==> config.mk <==
export PLATFORM = sky130hd
export DESIGN_NAME = ifetch
export DESIGN_NICKNAME = d
export VERILOG_FILES = /design/src/rtl/ifetch_pkg.sv /design/src/rtl/ifetch.sv
export SDC_FILE = /design/constraint.sdc
export NUM_CORES = 1
export LEC_CHECK = 0
export BUFFER_PORTS_ARGS = -buffer_cell sky130_fd_sc_hd__buf_2
export CORE_MARGIN = 2
export CORE_UTILIZATION = 44
export DETAILED_ROUTE_END_ITERATION = 12
export PLACE_DENSITY = 0.78
export SYNTH_ARGS = -nofsm -noshare
export SYNTH_HDL_FRONTEND = slang
export SYNTH_SLANG_ARGS = --single-unit
==> constraint.sdc <==
create_clock -name clk -period 1.9 [get_ports clk]
set_clock_uncertainty 0.1 [all_clocks]
set_input_delay 0.38 -clock clk [delete_from_list [all_inputs] [get_ports clk]]
set_output_delay 0.38 -clock clk [all_outputs]
set_load 0.01 [all_outputs]
==> src/rtl/ifetch_pkg.sv <==
// Shared opcode fields and fetch-state encodings for the 8-bit accumulator CPU.
// An instruction word is a 3-bit opcode followed by a 5-bit field.
package ifetch_pkg;

  localparam logic [2:0] CU_LONG_BEGIN = 3'b111;
  localparam logic [4:0] CU_STOP       = 5'h1f;
  localparam logic [4:0] CU_CLA        = 5'h00;

  localparam logic [7:0] STOP_WORD = {CU_LONG_BEGIN, CU_STOP};

  localparam logic [1:0] IF_RUN   = 2'd0;
  localparam logic [1:0] IF_HALT  = 2'd1;
  localparam logic [1:0] IF_FAULT = 2'd2;

  function automatic logic is_stop(input logic [7:0] word);
    return word == STOP_WORD;
  endfunction

endpackage

==> src/rtl/ifetch.sv <==
// Instruction fetch: program counter, one-entry instruction register with a
// valid/ready handshake to decode, redirects from execute, stop/fault handling.
module ifetch
  import ifetch_pkg::*;
#(
  parameter logic [7:0] RESET_PC  = 8'd0,
  parameter int         MEM_DEPTH = 10
) (
  input  logic       clk,
  input  logic       rst,
  output logic [7:0] ad,
  input  logic [7:0] ins,
  output logic [7:0] ir,
  output logic       ir_valid,
  input  logic       ir_ready,
  input  logic       redir,
  input  logic [7:0] redir_ad,
  output logic [7:0] pc,
  output logic       halted,
  output logic       fault
);

  logic [1:0] state;
  logic       run;
  logic       slot_free;
  logic       in_range;
  logic       capture;
  logic       deliver;

  assign ad        = pc;
  assign run       = (state == IF_RUN);
  assign slot_free = !ir_valid || ir_ready;
  assign in_range  = int'({24'd0, pc}) < MEM_DEPTH;
  assign capture   = run && !redir && slot_free && in_range;
  assign deliver   = ir_valid && ir_ready;

  // halted/fault are registered alongside the state so they change on the same edge.
  always_ff @(posedge clk) begin
    if (rst) begin
      pc       <= RESET_PC;
      ir       <= 8'd0;
      ir_valid <= 1'b0;
      state    <= IF_RUN;
      halted   <= 1'b0;
      fault    <= 1'b0;
    end else if (run && redir) begin
      pc       <= redir_ad;
      ir_valid <= 1'b0;
    end else if (capture) begin
      ir       <= ins;
      ir_valid <= 1'b1;
      if (is_stop(ins)) begin
        state  <= IF_HALT;
        halted <= 1'b1;
      end else begin
        pc <= pc + 8'd1;
      end
    end else begin
      if (deliver) ir_valid <= 1'b0;
      // Reaching here in RUN with a free slot means pc is out of range.
      if (run && slot_free) begin
        state  <= IF_FAULT;
        halted <= 1'b1;
        fault  <= 1'b1;
      end
    end
  end

endmodule

==> flow_summary.json, run 1 <==
{
  "wl_per_cell_um": 11.5,
  "dpl_worst_slack_ns": 0.0955,
  "fillCellCount": 194,
  "pwr_density_cell_mw_per_mm2": 841,
  "gp_congestion": 0.769,
  "htree_levels": 1,
  "rsz0062_at_grt": "false",
  "syn_area_sq_um": 926,
  "setup_ws_ns": 0.137,
  "crit_type": "reg2reg",
  "path_delay_family": "simple AND/OR/NAND/NOR gates",
  "critPathMaxFanout": 11,
  "whs_ns": 0.209,
  "grt_pass1_vias": 784,
  "synth-main-ff-cell": "dfxtp_1",
  "cts_tree": "yes",
  "yosysWarnings": 0,
  "dieArea_sq_mm": 0.00249,
  "drc": 0,
  "clk_path_buf_depth": 2,
  "combPwrFrac_pct": 24.3,
  "hpwl_um": 1490,
  "synth_top_family_by_area": "simple AND/OR/NAND/NOR gates",
  "antenna_found_initial": 0,
  "initial_core_util_pct": 46.7,
  "clkPwrFrac_pct": 22.3,
  "cp_slowest_cell": "dfxtp_1",
  "synth_top_area_share_pct": 45.4,
  "r2r_cells": 5,
  "hold_violations": 0,
  "synth_mux_area_share_pct": 8.65,
  "clk_latency_ns": 0.30,
  "drive_above_1_share_pct": 37.1,
  "ys_ff_latch": 21,
  "clock_sinks": 21,
  "grt.total_usage_pct": 16.4,
  "ys_seq_area_share_pct": 45.4,
  "worst_pin_slew_ns": 0.381,
  "dr.pass1.iters": 4,
  "syn_nets": 126,
  "wl_um": 1950,
  "critPathArrivalTime_ns": 1.90,
  "required_ns": 2.03,
  "async_flop_share_pct": 0,
  "period_needed_ns": 1.76,
  "power.static_leakage_nw": 0.578,
  "power_switching_mw": 0.291,
  "maxCapViolCount": 0,
  "die_h_um": 49.9,
  "die_x_um": 49.9,
  "ios": 47,
  "synth_top_cell_by_area": "dfxtp_1",
  "cp-start-kind": "flop",
  "synth_xor_area_share_pct": 0,
  "routed_via_density": 5.21,
  "synthTopCellsByArea": "dfxtp_1 45%, mux2i_1 8.6%, buf_4 6.5%",
  "synth_commonest_cells": "21 x dfxtp_1, 16 x nor2_1, 10 x nand2_1",
  "synth.distinct_cells": 27,
  "path_depth": 5,
  "synthAdderAreaFrac_pct": 1.35,
  "fin_nets": 165,
  "ir_drop_mv": 0.501,
  "grt_overflow": 0,
  "synthMostInstantiatedCell": "dfxtp_1",
  "cts.repair.resized": 0,
  "hold_buffers": 0,
  "cts_setup_buffers": 0,
  "slew_violations": 0,
  "end_kind": "flop",
  "status": "finished clean",
  "intPower_mw": 0.671,
  "synth_cells": 105,
  "path_clk_slew_ns": 0.11,
  "relSlewSlack_pct": 74.5,
  "min_path_type": "in2reg",
  "row_count": 16,
  "synth_compound_area_share_pct": 12.3,
  "p_seq_share_pct": 53.5,
  "period_share_pct": 92.8,
  "yosys.area_share.simple_pct": 22.4,
  "coreArea_sq_mm": 0.00198,
  "io_buffers": 46,
  "drtIter0Drc": 10,
  "tns_ns": 0,
  "sw_frac_of_total_pct": 30.2,
  "crit_path_max_incr_delay_ns": 0.37,
  "area_growth_pct": 23.5,
  "synth_edf_count": 0,
  "crit_chain": "nor4_4 > nand4_2 > buf_4 > or3_1 > a21oi_1",
  "critPathBufInv": 1,
  "root_buffer": "clkbuf_4",
  "grt_max_degree": 22,
  "grt_pass1_wl_um": 3220,
  "antenna_cells": 0,
  "numCtsBuffers": 3,
  "fmax_mhz": 567,
  "worstHoldPathCells": 3,
  "setup_viol": 0,
  "vias": 885,
  "syn_area_per_cell_sq_um": 8.82,
  "antenna_left": 0
}
==> cell families (layout without fill, tap and decap cells) <==
logic type | count (synthesis) | after routing
muxes | 8 | 8
AOI/OAI and AO/OA | 19 | 19
and+or+nand+nor | 40 | 40
buffers and inverters | 16 | 54
adders and majority gates | 1 | 1
DFF | 21 | 21
==> layout by cell type, fill, tap and decap left out, types with 2 or more instances in the layout <==
master and instances:
and2_1 2, buf_2 46, or3_1 3, o21ai_0 3, a311oi_1 2, nand4_1 2
a21oi_1 8, mux2i_1 8, inv_1 3, nor2_1 16, dfxtp_1 21, a211oi_1 2
clkbuf_4 3, nand2_1 10
==> tightest hold or removal path, delay by kind of cell <==
kind            cells  cell delay [ns]
simple gates        1             0.04
buf+inv             1             0.09
compound gates      1             0.05
==> metal layers <==
layer / track usage (%) / vias to the layer above / part of all wire (%)
li1: - / 433 / -
met4: 6.94 / 0 / 0.87
met1: 19.0 / 413 / 45
met3: 2.42 / 2 / 6.8
met2: 29.6 / 37 / 47
met5: 0 / - / 0
==> registers in the layout (all words and copies together) (netlist names) <==
signal	flops
ad	8
ir_valid	1
state	2
fault	1
ir	8
halted	1
==> cell type report <==
cell class / count / area, sq um / share of cell area (%)
clock buffers: 4 / 26.3 / 2.30
multi-input cells: 68 / 414 / 36.2
well taps: 27 / 33.8 / 2.95
inverters: 3 / 11.3 / 0.985
repair buffers: 47 / 238 / 20.8
flip-flops and latches: 21 / 420 / 36.8
==> power by group through the flow <==
| stage | sequential [mW] | combinational, mW | clock (mW) |
|---|---|---|---|
| final | 0.514 | 0.233 | 0.214 |
| after global routing | 0.522 | 0.259 | 0.237 |
| after CTS | 0.515 | 0.236 | 0.216 |
| after detailed placement | 0.525 | 0.236 | 0 |
| after global placement | 0.522 | 0.231 | 0 |
| after floorplan | 0.539 | 0.147 | 0 |
==> stage by stage <==
stage,power [mW],area [sq um],util (%),std cells
after global placement,0.753,1120,56.4,166
after global routing,1.02,1140,57.7,170
after CTS,0.967,1140,57.7,170
after detailed placement,0.761,1120,56.4,166
final,0.962,1140,57.7,170
after floorplan,0.686,926,-,105
==> worst paths after layout <==
| path | startpoint | slack, ns | to |
|---|---|---|---|
| setup reg to reg | ad[4] | 0.14 | state[0] |
| setup / recovery | ad[4] | 0.14 | state[0] |
| hold / removal | redir_ad[4] | 0.21 | ad[4] |
| hold reg to reg | halted | 0.36 | halted |
(Power assumes the default switching activity.)
==> inputs of run 2 (changes only) <==
RECOVER_POWER = 25   (was unset)
==> run 2 against run 1 <==
Compared with the run above: global-route usage is the same; first-iteration DRC count is the same; via count up 0.23%; wire length is essentially flat; critical path type unchanged; register-to-register slack about the same; critical path depth stayed put; hold slack about the same; power shrank 0.26%; cell count unchanged; clock-buffer cell count unchanged; worst setup slack barely moved; combinational power hardly changed.
==> flow_summary.json, run 2 (same netlist as run 1, synthesis figures left out) <==
{
  "pwr_density_cell_mw_per_mm2": 845,
  "hpwl_um": 1490,
  "row_count": 16,
  "drtIter0Drc": 10,
  "area_growth_pct": 22.7,
  "end_kind": "flop",
  "dpl_cell_area_sq_mm": 0.00112,
  "antenna_found_initial": 0,
  "gp_congestion": 0.769,
  "wl_um": 1950,
  "cp_slowest_cell": "dfxtp_1",
  "period_needed_ns": 1.76,
  "whs_ns": 0.209,
  "worst_pin_slew_ns": 0.381,
  "relSlewSlack_pct": 74.5,
  "use_met3_pct": 2.42,
  "dieArea_sq_mm": 0.00249,
  "fmax_mhz": 567,
  "intPower_mw": 0.668,
  "htree_levels": 1,
  "hold_violations": 0,
  "cp-start-kind": "flop",
  "path_clk_slew_ns": 0.11,
  "clk_path_buf_depth": 2,
  "grt_pass1_wl_um": 3220,
  "power_mw": 0.959,
  "drc": 0,
  "crit_chain": "nor4_4 > nand4_2 > buf_4 > or3_1 > a21oi_1",
  "busiest_layer": "met2",
  "crit_type": "reg2reg",
  "combPwrFrac_pct": 24.0,
  "io_buffers": 46,
  "ir_drop_mv": 0.500,
  "cts.repair.resized": 0,
  "rsz0062_at_grt": "false",
  "status": "finished clean",
  "grt.total_usage_pct": 16.4,
  "power_switching_mw": 0.291,
  "postLayoutCellArea_sq_mm": 0.00114,
  "clkPwrFrac_pct": 22.3,
  "antenna_left": 0,
  "layout_commonest_cell": "buf_2",
  "mostFrequentLayoutCells": "40 x buf_2, 21 x dfxtp_1, 16 x nor2_1, 10 x nand2_1",
  "die_x_um": 49.9,
  "setup_ws_ns": 0.137,
  "vias": 887,
  "use_met1_pct": 19.0,
  "tns_ns": 0,
  "coreArea_sq_mm": 0.00198,
  "setup_viol": 0,
  "drive_above_1_share_pct": 32.9,
  "die_h_um": 49.9,
  "antenna_cells": 0,
  "initial_core_util_pct": 46.7,
  "period_share_pct": 92.8,
  "dpl_worst_slack_ns": 0.0955,
  "critPathArrivalTime_ns": 1.90,
  "required_ns": 2.03,
  "wl_per_cell_um": 11.5,
  "hold_buffers": 0,
  "p_seq_share_pct": 53.6,
  "ios": 47,
  "dr.pass1.iters": 4,
  "fin_nets": 165,
  "grt_overflow": 0,
  "numCtsBuffers": 3,
  "slew_violations": 0,
  "power.static_leakage_nw": 0.553,
  "min_path_type": "in2reg",
  "crit_path_max_incr_delay_ns": 0.37,
  "cts_setup_buffers": 0,
  "critPathMaxFanout": 11,
  "grt_pass1_vias": 784,
  "clk_latency_ns": 0.30,
  "grt_max_degree": 22,
  "cts_tree": "yes",
  "root_buffer": "clkbuf_4",
  "sw_frac_of_total_pct": 30.4,
  "maxCapViolCount": 0,
  "routed_via_density": 5.22,
  "clock_sinks": 21,
  "use_met2_pct": 29.6
}
==> run 2: cell types whose count changed in the layout (fill, tap and decap cells not counted) <==
| cell | change |
|---|---|
| buf_2 | -6 |
| clkbuf_1 | +6 |
==> run 2: per-layer routing <==
metal / up-vias / wire length [um]
met2: 34 / 919
met1: 418 / 889
met3: 2 / 123
met5: - / 0
li1: 433 / -
met4: 0 / 17
==> run 2: power groups by stage <==
| stage | clock network [mW] | logic [mW] | registers, mW |
|---|---|---|---|
| 5_1_grt | 0.237 | 0.256 | 0.522 |
| 3_3_place_gp | 0 | 0.231 | 0.522 |
| 4_1_cts | 0.216 | 0.236 | 0.515 |
| 3_5_place_dp | 0 | 0.236 | 0.525 |
| 2_1_floorplan | 0 | 0.147 | 0.539 |
| 6_report | 0.214 | 0.231 | 0.515 |
==> run 2: final timing paths <==
| check | start | end | slack [ns] | cells past startpoint |
|---|---|---|---|---|
| setup / recovery | ad[4] | state[0] | 0.14 | 5 |
| hold / removal | redir_ad[4] | ad[4] | 0.21 | 3 |
| setup reg to reg | ad[4] | state[0] | 0.14 | 5 |
| hold reg to reg | halted | halted | 0.37 | 2 |
==> run 2: through the flow <==
stage / instances / util (%)
final: 170 / 57.3
after global routing: 170 / 57.3
after CTS: 170 / 57.7
after detailed placement: 166 / 56.4
after global placement: 166 / 56.4
after floorplan: 105 / -
==> run 2: cell type report <==
cell class,count,area [sq um]
Clock buffer,4,26.3
Fill cell,197,846
Inverter,3,11.3
Multi-Input combinational cell,68,414
Sequential cell,21,420
Tap cell,27,33.8
Timing Repair Buffer,47,230
==> run 2: worst max-delay path, delay by kind of cell, from the launching register on <==
family | cells | cell delay [ns]
buf+inv | 1 | 0.25
simple gates | 3 | 0.84
compound gates | 1 | 0.14
flops | 1 | 0.37
==> inputs of run 3 (changes only) <==
CORE_UTILIZATION = 39   (was 44)
CTS_CLUSTER_SIZE = 8   (was unset)
PLACE_DENSITY = 0.73   (was 0.78)
clock period = 1.5 ns   (was 1.9 ns; I/O delays follow)
==> run 3 against run 2 <==
Compared with the run above: the run now ends with setup timing left; sequential power up 24%; clock power is 24% higher; wire length grew 6.7%; power increased by 32%; fmax grew 5.0%; sequential cell count unchanged; register-to-register slack got worse by 0.32 ns; critical endpoint is now ad[2]; global-route usage increased by 0.15 points; die area grew 12%; critical path depth is 1 lower; combinational power is 55% higher.
==> flow_summary.json, run 3 (same netlist as run 1, synthesis figures left out) <==
{
  "status": "finished with violations",
  "failed_checks": "setup timing",
  "hold_violations": 0,
  "worst_pin_slew_ns": 0.369,
  "row_count": 17,
  "area_growth_pct": 35.7,
  "clock_sinks": 21,
  "min_path_type": "in2reg",
  "pwr_density_cell_mw_per_mm2": 1010,
  "slew_violations": 0,
  "grt.total_usage_pct": 16.5,
  "drtIter0Drc": 12,
  "mostFrequentLayoutCells": "38 x buf_2, 19 x dfxtp_1, 16 x nor2_1, 16 x buf_4, 10 x nand2_1",
  "min_to": "ad[4]",
  "initial_core_util_pct": 41.5,
  "dr.pass1.iters": 4,
  "hpwl_um": 1670,
  "wl_um": 2080,
  "setup_ws_ns": -0.180,
  "period_needed_ns": 1.68,
  "antenna_left": 0,
  "drive_above_1_share_pct": 40.5,
  "rsz0062_at_grt": "true",
  "finalNonFillerCells": 186,
  "grt_pass1_wl_um": 3420,
  "hold_buffers": 0,
  "clk_path_buf_depth": 2,
  "ir_drop_mv": 0.576,
  "utilization_pct": 56.2,
  "grt_pass1_vias": 845,
  "power.static_leakage_nw": 0.626,
  "dpl_cell_area_sq_mm": 0.00123,
  "fin_nets": 180,
  "antenna_cells": 0,
  "min_from": "redir_ad[4]",
  "root_buffer": "clkbuf_4",
  "path_clk_slew_ns": 0.12,
  "cts_tree": "yes",
  "vias": 913,
  "r2r_cells": 4,
  "crit_type": "reg2reg",
  "antenna_found_initial": 0,
  "io_buffers": 46,
  "power_switching_mw": 0.380,
  "layout_commonest_cell": "buf_2",
  "required_ns": 1.63,
  "intPower_mw": 0.884,
  "combPwrFrac_pct": 28.2,
  "die_x_um": 52.7,
  "reg2reg_slack_ns": -0.18,
  "dieArea_sq_mm": 0.00278,
  "grt_overflow": 0,
  "grt_max_degree": 22,
  "sw_frac_of_total_pct": 30.1,
  "rr_endpoint": "ad[2]",
  "r2r_start": "ad[6]",
  "die_h_um": 52.7,
  "dp.cells": 182,
  "critPathArrivalTime_ns": 1.81,
  "critPathMaxFanout": 7,
  "period_share_pct": 112,
  "htree_levels": 1,
  "cts_setup_buffers": 0,
  "worstHoldPathCells": 3,
  "fmax_mhz": 595,
  "postLayoutCellArea_sq_mm": 0.00126,
  "end_kind": "flop",
  "maxCapViolCount": 0,
  "wl_per_cell_um": 11.2,
  "relSlewSlack_pct": 75.3,
  "power_mw": 1.26,
  "coreArea_sq_mm": 0.00223,
  "routed_via_density": 4.91,
  "ios": 47,
  "clkPwrFrac_pct": 21.0,
  "numCtsBuffers": 3,
  "drc": 0,
  "clk_latency_ns": 0.30,
  "cp-start-kind": "flop",
  "setup_viol": 6,
  "p_seq_share_pct": 50.7,
  "gp_congestion": 0.843
}
## run 3: cell types whose count changed in the layout (fill, tap and decap cells not counted), moves of 2 or more
cell / before / now
buf_2: 40 / 38
dfxtp_1: 21 / 19
dfxtp_2: 0 / 2
buf_4: 1 / 16
## run 3: area by class of cell
class | count | area (sq um)
clock inverter | 1 | 5.00
timing repair buffer | 62 | 340
fill | 233 | 977
multi-input combinational | 68 | 419
clock buffer | 3 | 22.5
tap | 28 | 35.0
sequential | 21 | 423
inverter | 3 | 11.3
## run 3: worst max path at each step
stage                      from     to  slack, ns  cells after the start
final                     ad[6]  ad[2]      -0.18                      4
after global routing      ad[6]  ad[2]      -0.30                      4
after CTS                 ad[6]  ad[2]      -0.16                      4
after detailed placement  redir  ad[2]      -0.21                      5
after global placement    redir  ad[2]      -0.17                      5
after floorplan           ad[6]  ad[2]      -0.13                      4
## run 3: per-layer routing
metal	track usage, %	wire, um	vias to the layer above
met4	7.69	27	0
met2	27.9	961	42
li1	-	-	463
met3	3.43	179	3
met1	19.8	910	405
met5	0	0	-
## run 3: power by group through the flow
stage	Combinational (mW)	Clock (mW)	Sequential, mW
after floorplan	0.186	0	0.684
after global placement	0.356	0	0.652
after detailed placement	0.364	0	0.653
after CTS	0.366	0.282	0.642
after global routing	0.400	0.308	0.648
final	0.357	0.265	0.641
## run 3: timing repair
action | CTS | global route
setup endpoints to repair | 8 | 15
pin swaps | 0 | 2
resized for setup | 1 | 0
## run 3: stage by stage
step | setup TNS, ns | hold WS [ns] | setup WS, ns
2_1_floorplan | -0.239 | 0.328 | -0.128
3_3_place_gp | -0.613 | 0.339 | -0.168
3_5_place_dp | -1.24 | 0.337 | -0.211
4_1_cts | -0.695 | 0.109 | -0.165
5_1_grt | -2.09 | 0.124 | -0.304
6_report | -0.728 | 0.120 | -0.180
## run 3: critical path, stage by stage (launching register included)
cell and delay (ns):
dfxtp_2 0.35, nor4_4 0.29, nand4_2 0.20, or4_1 0.42, a311oi_1 0.25
